### config.mk
export PLATFORM = sky130hd
export DESIGN_NAME = noc_output_arbiter
export DESIGN_NICKNAME = d
export VERILOG_FILES = /design/src/rtl/noc_output_arbiter.sv
export SDC_FILE = /design/constraint.sdc
export NUM_CORES = 1
export LEC_CHECK = 0
export CAP_MARGIN = 20
export CORE_ASPECT_RATIO = 0.8
export CORE_MARGIN = 4
export CORE_UTILIZATION = 53
export DETAILED_ROUTE_END_ITERATION = 8
export HOLD_SLACK_MARGIN = 0.1
export PLACE_DENSITY = 0.9
export SLEW_MARGIN = 20
export SYNTH_ARGS = -nofsm -noshare
export SYNTH_HDL_FRONTEND = slang
export SYNTH_SLANG_ARGS = --single-unit
### constraint.sdc
create_clock -name clk -period 5.9 [get_ports clk]
set_input_delay 0.59 -clock clk [delete_from_list [all_inputs] [get_ports clk]]
set_output_delay 0.59 -clock clk [all_outputs]
set_load 0.01 [all_outputs]
### src/rtl/noc_output_arbiter.sv
// noc_output_arbiter: per-output round-robin switch allocator with wormhole packet lock and credit tracking.
// Optional macro NOC_ARB_ERR_EN adds a sticky protocol-error output err_o.
`timescale 1ns/1ps
`default_nettype none

module noc_output_arbiter #(
    parameter int IN_PORTS  = 5,
    parameter int BUF_DEPTH = 8
) (
    input  logic                          clk,
    input  logic                          rst,
    input  logic [IN_PORTS-1:0]           req_i,
    input  logic [2*IN_PORTS-1:0]         label_i,
    input  logic                          credit_i,
    output logic [IN_PORTS-1:0]           grant_o,
    output logic                          valid_o,
    output logic [$clog2(IN_PORTS)-1:0]   sel_o,
    output logic [$clog2(BUF_DEPTH+1)-1:0] credits_o,
    output logic                          locked_o
`ifdef NOC_ARB_ERR_EN
    ,
    output logic                          err_o
`endif
);

    localparam int c_SEL_W = $clog2(IN_PORTS);
    localparam int c_CNT_W = $clog2(BUF_DEPTH+1);
    localparam logic [c_CNT_W-1:0] c_FULL = c_CNT_W'(BUF_DEPTH);
    localparam logic [c_SEL_W-1:0] c_LAST = c_SEL_W'(IN_PORTS-1);
    localparam logic [1:0] c_HEAD = 2'd0;
    localparam logic [1:0] c_HT   = 2'd3;

    typedef enum logic [0:0] {
        ST_IDLE   = 1'b0,
        ST_LOCKED = 1'b1
    } state_t;

    state_t               r_state;
    logic [c_SEL_W-1:0]   r_owner;
    logic [c_SEL_W-1:0]   r_ptr;
    logic [c_SEL_W-1:0]   r_sel;
    logic [c_CNT_W-1:0]   r_credits;

    logic [IN_PORTS-1:0]  w_head;
    logic [IN_PORTS-1:0]  w_lab_lsb;
    logic [IN_PORTS-1:0]  w_elig;
    logic [IN_PORTS-1:0]  w_viol;
    logic                 w_found;
    logic [c_SEL_W-1:0]   w_win;
    logic [c_SEL_W-1:0]   w_idx;
    logic                 w_win_lsb;
    logic                 w_go;
    logic [c_SEL_W-1:0]   w_ptr_next;
    logic [c_CNT_W-1:0]   w_cred_next;

    generate
        for (genvar gi = 0; gi < IN_PORTS; gi++) begin : g_port
            logic [1:0] w_lab;
            logic       w_owner_hit;
            assign w_lab          = label_i[2*gi +: 2];
            assign w_head[gi]     = (w_lab == c_HEAD) || (w_lab == c_HT);
            assign w_lab_lsb[gi]  = w_lab[0];
            assign w_owner_hit    = (r_owner == c_SEL_W'(gi));
            assign w_elig[gi]     = req_i[gi] && ((r_state == ST_IDLE) ? w_head[gi]
                                                                       : (w_owner_hit && !w_head[gi]));
            assign w_viol[gi]     = req_i[gi] && ((r_state == ST_IDLE) ? !w_head[gi]
                                                                       : (w_owner_hit && w_head[gi]));
        end
    endgenerate

    // Scan eligible inputs starting at the round-robin pointer, wrapping modulo IN_PORTS.
    always_comb begin
        w_found   = 1'b0;
        w_win     = '0;
        w_win_lsb = 1'b0;
        w_idx     = '0;
        for (int k = 0; k < IN_PORTS; k++) begin
            w_idx = c_SEL_W'((int'(r_ptr) + k) % IN_PORTS);
            if (!w_found && w_elig[w_idx]) begin
                w_found   = 1'b1;
                w_win     = w_idx;
                w_win_lsb = w_lab_lsb[w_idx];
            end
        end
    end

    assign w_go       = w_found && (r_credits != '0) && !rst;
    assign grant_o    = w_go ? (IN_PORTS'(1) << w_win) : '0;
    assign valid_o    = w_go;
    assign sel_o      = w_go ? w_win : r_sel;
    assign credits_o  = r_credits;
    assign locked_o   = (r_state == ST_LOCKED);
    assign w_ptr_next = (w_win == c_LAST) ? '0 : (w_win + 1'b1);

    always_comb begin
        w_cred_next = r_credits;
        if (w_go && !credit_i) begin
            w_cred_next = r_credits - 1'b1;
        end else if (!w_go && credit_i && (r_credits != c_FULL)) begin
            w_cred_next = r_credits + 1'b1;
        end
    end

    always_ff @(posedge clk) begin
        if (rst) begin
            r_state   <= ST_IDLE;
            r_owner   <= '0;
            r_ptr     <= '0;
            r_sel     <= '0;
            r_credits <= c_FULL;
        end else begin
            r_credits <= w_cred_next;
            if (w_go) begin
                r_sel <= w_win;
                // Label bit 0 low means HEAD when idle (open a packet) or TAIL when locked (close it).
                if (r_state == ST_IDLE) begin
                    r_ptr <= w_ptr_next;
                    if (!w_win_lsb) begin
                        r_state <= ST_LOCKED;
                        r_owner <= w_win;
                    end
                end else if (!w_win_lsb) begin
                    r_state <= ST_IDLE;
                end
            end
        end
    end

`ifdef NOC_ARB_ERR_EN
    logic r_err;
    always_ff @(posedge clk) begin
        if (rst) begin
            r_err <= 1'b0;
        end else if ((|w_viol) || (credit_i && (r_credits == c_FULL) && !w_go)) begin
            r_err <= 1'b1;
        end
    end
    assign err_o = r_err;
`else
    logic w_unused;
    assign w_unused = |w_viol;
`endif

endmodule

`default_nettype wire

==> impl_metrics.csv <==
group,metric,value,unit
worst_setup_path,cp.arrival,5.03,ns
timing,setup_tns,0,ns
finish,utilization,65.9,%
placement,placed_area,0.00319,sq mm
hold_path,worstHoldStart,"r_owner[2]",
finish,fin_cells,463,
worst_setup_path,regToRegEndpoint,"credits_o[3]",
timing,period_needed,5.62,ns
routing,drt_iter0_drc,343,
cts,clk_pin_slew,0.07,ns
placement,io_buffers,31,
worst_setup_path,start_kind,"flop",
yosys,synth-edff-count,0,
grt,grt_pass1_wl,12.8,mm
cts,clockBufferDepth,2,
finish,layout.nets,447,
routing,vias,2999,
cts,h-tree-depth,1,
yosys,yosysWarnings,0,
cts,numCtsBuffers,3,
finish,n_antenna_cell,0,
grt,first_global_vias,2663,
floorplanning,die_w,89.5,um
floorplanning,row_count,23,
yosys,ys_seq_area_share,9.96,%
finish,fill_cells,445,
cts,hold_buffers,0,
finish,seq_area,280,sq um
grt,met3_usage,2.14,%
routing,firstDrtPassIters,5,
yosys,syn_nets,417,
outcome,outcome,"completed",
timing,hold_ws,0.505,ns
hold_path,holdPathStages,2,
timing,fin_skew,0.00719,ns
yosys,synth.area.top_cells,"ha_1, dfxtp_1, mux2i_1",
floorplanning,io_pins,32,
power_and_ir_drop,p_per_area,650,mW/mm^2
routing,post_drt_wl_per_cell,17.7,um
worst_setup_path,endpoint_kind,"primary output",
cts,insertion_delay,0.25,ns
floorplanning,dieArea,0.00655,sq mm
worst_setup_path,required,5.31,ns
cts,clockRootBuffer,"clkbuf_8",
cts,clock-sinks,14,
worst_setup_path,r2r-start,"r_ptr[1]",
yosys,synth_top_cell_by_area,"ha_1",
timing,finalCritPeriodShare,95.3,%
finish,final_layout_size_suffix_gt1_share,12.2,%
yosys,ys.flop_type,"dfxtp_1",
grt,antenna_found_initial,0,
timing,fin_ws,0.278,ns
yosys,postSynthCellCount,372,
floorplanning,start_util,55.6,%
placement,numPlacedInstances,457,
worst_setup_path,r2r_cells,27,
yosys,synth.top_cell.area_share,11.6,%
worst_setup_path,critical_path.max_fanout,10,
placement,gp_congestion,0.962,
power_and_ir_drop,ir_drop,0.000506,V
grt,grt_usage,24.5,%
worst_setup_path,rrSetupSlack,0.39,ns
grt,grt_max_degree,29,
run,maxCapViolCount,0,
finish,multi_input_area,0.00246,sq mm
power_and_ir_drop,report.power.total,2.17,mW
finish,design_area,0.00334,sq mm
grt,use_met1,38.4,%
routing,drc,0,
floorplanning,coreArea,0.00506,sq mm
grt,grt-busiest-layer,"met1",
cts,cts_tree,"yes",
routing,drtAntennaViolNets,0,
placement,hpwl,6.43,mm
routing,vias_per_cell,6.48,
finish,syn_to_final_growth,18.5,%
worst_setup_path,worstSetupPathType,"reg2out",
power_and_ir_drop,leakagePower,1.32,nW
yosys,synth-async-reset-ratio,0,%
timing,fmax,178,MHz
hold_path,hold_class,"reg2reg",
yosys,postSynthAreaPerCell,7.56,sq um
yosys,synth_cell_types,77,
timing,relSlewSlack,54.3,%
placement,post-place-ws,0.231,ns
timing,hold_viol_final,0,
grt,grtUsageMet2,37.0,%
grt,grt_overflow,0,
timing,drv_slew,0,
timing,setup_viol,0,
yosys,syn_area,0.00281,sq mm
hold_path,worstHoldEndpoint,"r_owner[2]",
routing,totalWireLength,8.20,mm
timing,tightest_slew,0.680,ns
floorplanning,die_h,73.2,um
yosys,ys_ff_latch,14,
cell usage in the layout, fill, tap and decap left out, types with 14 or more instances in the layout:
cell,instances
ha_1,22
clkdlybuf4s50_1,31
dfxtp_1,14
nand3_1,15
a21oi_1,24
nand2_1,33
nor3_1,15
mux2i_1,17
nor2_1,28
inv_1,17
cell type report:
cell class	instances	area share [%]
Timing Repair Buffer	40	11.3
Clock buffer	4	1.65
Tap cell	62	2.33
Inverter	20	2.40
Multi-Input combinational cell	323	73.9
Sequential cell	14	8.40
registers in the layout, indices dropped and copies added (netlist names):
name	cells
credits_o	4
r_owner	3
r_ptr	3
r_sel	3
locked_o	1
synth_stat cells, types with 5 or more instances:
cell type / n
a211oi_1: 6
a21oi_1: 24
and2_1: 11
buf_2: 6
clkbuf_1: 7
dfxtp_1: 14
ha_1: 26
inv_1: 17
mux2i_1: 17
nand2_1: 33
nand2b_1: 6
nand3_1: 15
nand4_1: 5
nor2_1: 30
nor2b_1: 6
nor3_1: 16
o211ai_1: 6
o21a_1: 6
o21ai_0: 12
or3_1: 8
xnor2_1: 7
xor2_1: 6
worst max-delay path by stage:
stage	startpoint	end	slack, ns	depth (start not counted)
after floorplan	r_ptr[0]	credits_o[3]	0.27	31
after global placement	r_ptr[1]	credits_o[3]	0.53	27
after detailed placement	r_ptr[1]	credits_o[3]	0.23	27
after CTS	r_ptr[1]	grant_o[3]	0.01	21
after global routing	r_ptr[1]	grant_o[3]	-0.03	21
final	r_ptr[2]	grant_o[3]	0.28	18
routing by layer:
layer / share of wire (%) / vias up
li1: - / 1463
met5: 0 / -
met4: 0.49 / 0
met1: 50 / 1406
met3: 7.4 / 4
met2: 43 / 126
worst max-delay path: stages, from the launching register on:
cell and delay (ns):
dfxtp_1 0.45, buf_4 0.24, ha_1 0.36, o21ai_1 0.17
nand2_1 0.11, xnor2_1 0.15, ha_1 0.26, nand2b_1 0.09
o211a_1 0.14, o21ai_0 0.21, and2_1 0.31, a221oi_1 0.20
a311o_1 0.38, or3_4 0.44, a41oi_4 0.25, ha_1 0.19
ha_1 0.14, and3_1 0.15, clkdlybuf4s50_1 0.54
cells by family (layout without fill, tap and decap cells):
kind of cell,after synthesis,after routing,synth area share [%]
xor+xnor,13,13,4.05
simple gates,155,155,29.7
compound gates,103,103,28.4
flops,14,14,9.96
buf+inv,35,64,5.16
mux,25,25,10.4
fa+ha+maj,27,27,12.3
where the power goes:
group / switching (mW) / internal, mW / leakage, nW
Combinational: 1.07 / 0.821 / 1.17
Sequential: 0.0431 / 0.133 / 0.115
Clock: 0.0394 / 0.0592 / 0.0288
repair_timing:
action,CTS,global route
setup buffers,0,2
gates resized for setup,0,17
setup endpoints to repair,0,9
No activity file was read; power rests on OpenSTA's default activity.
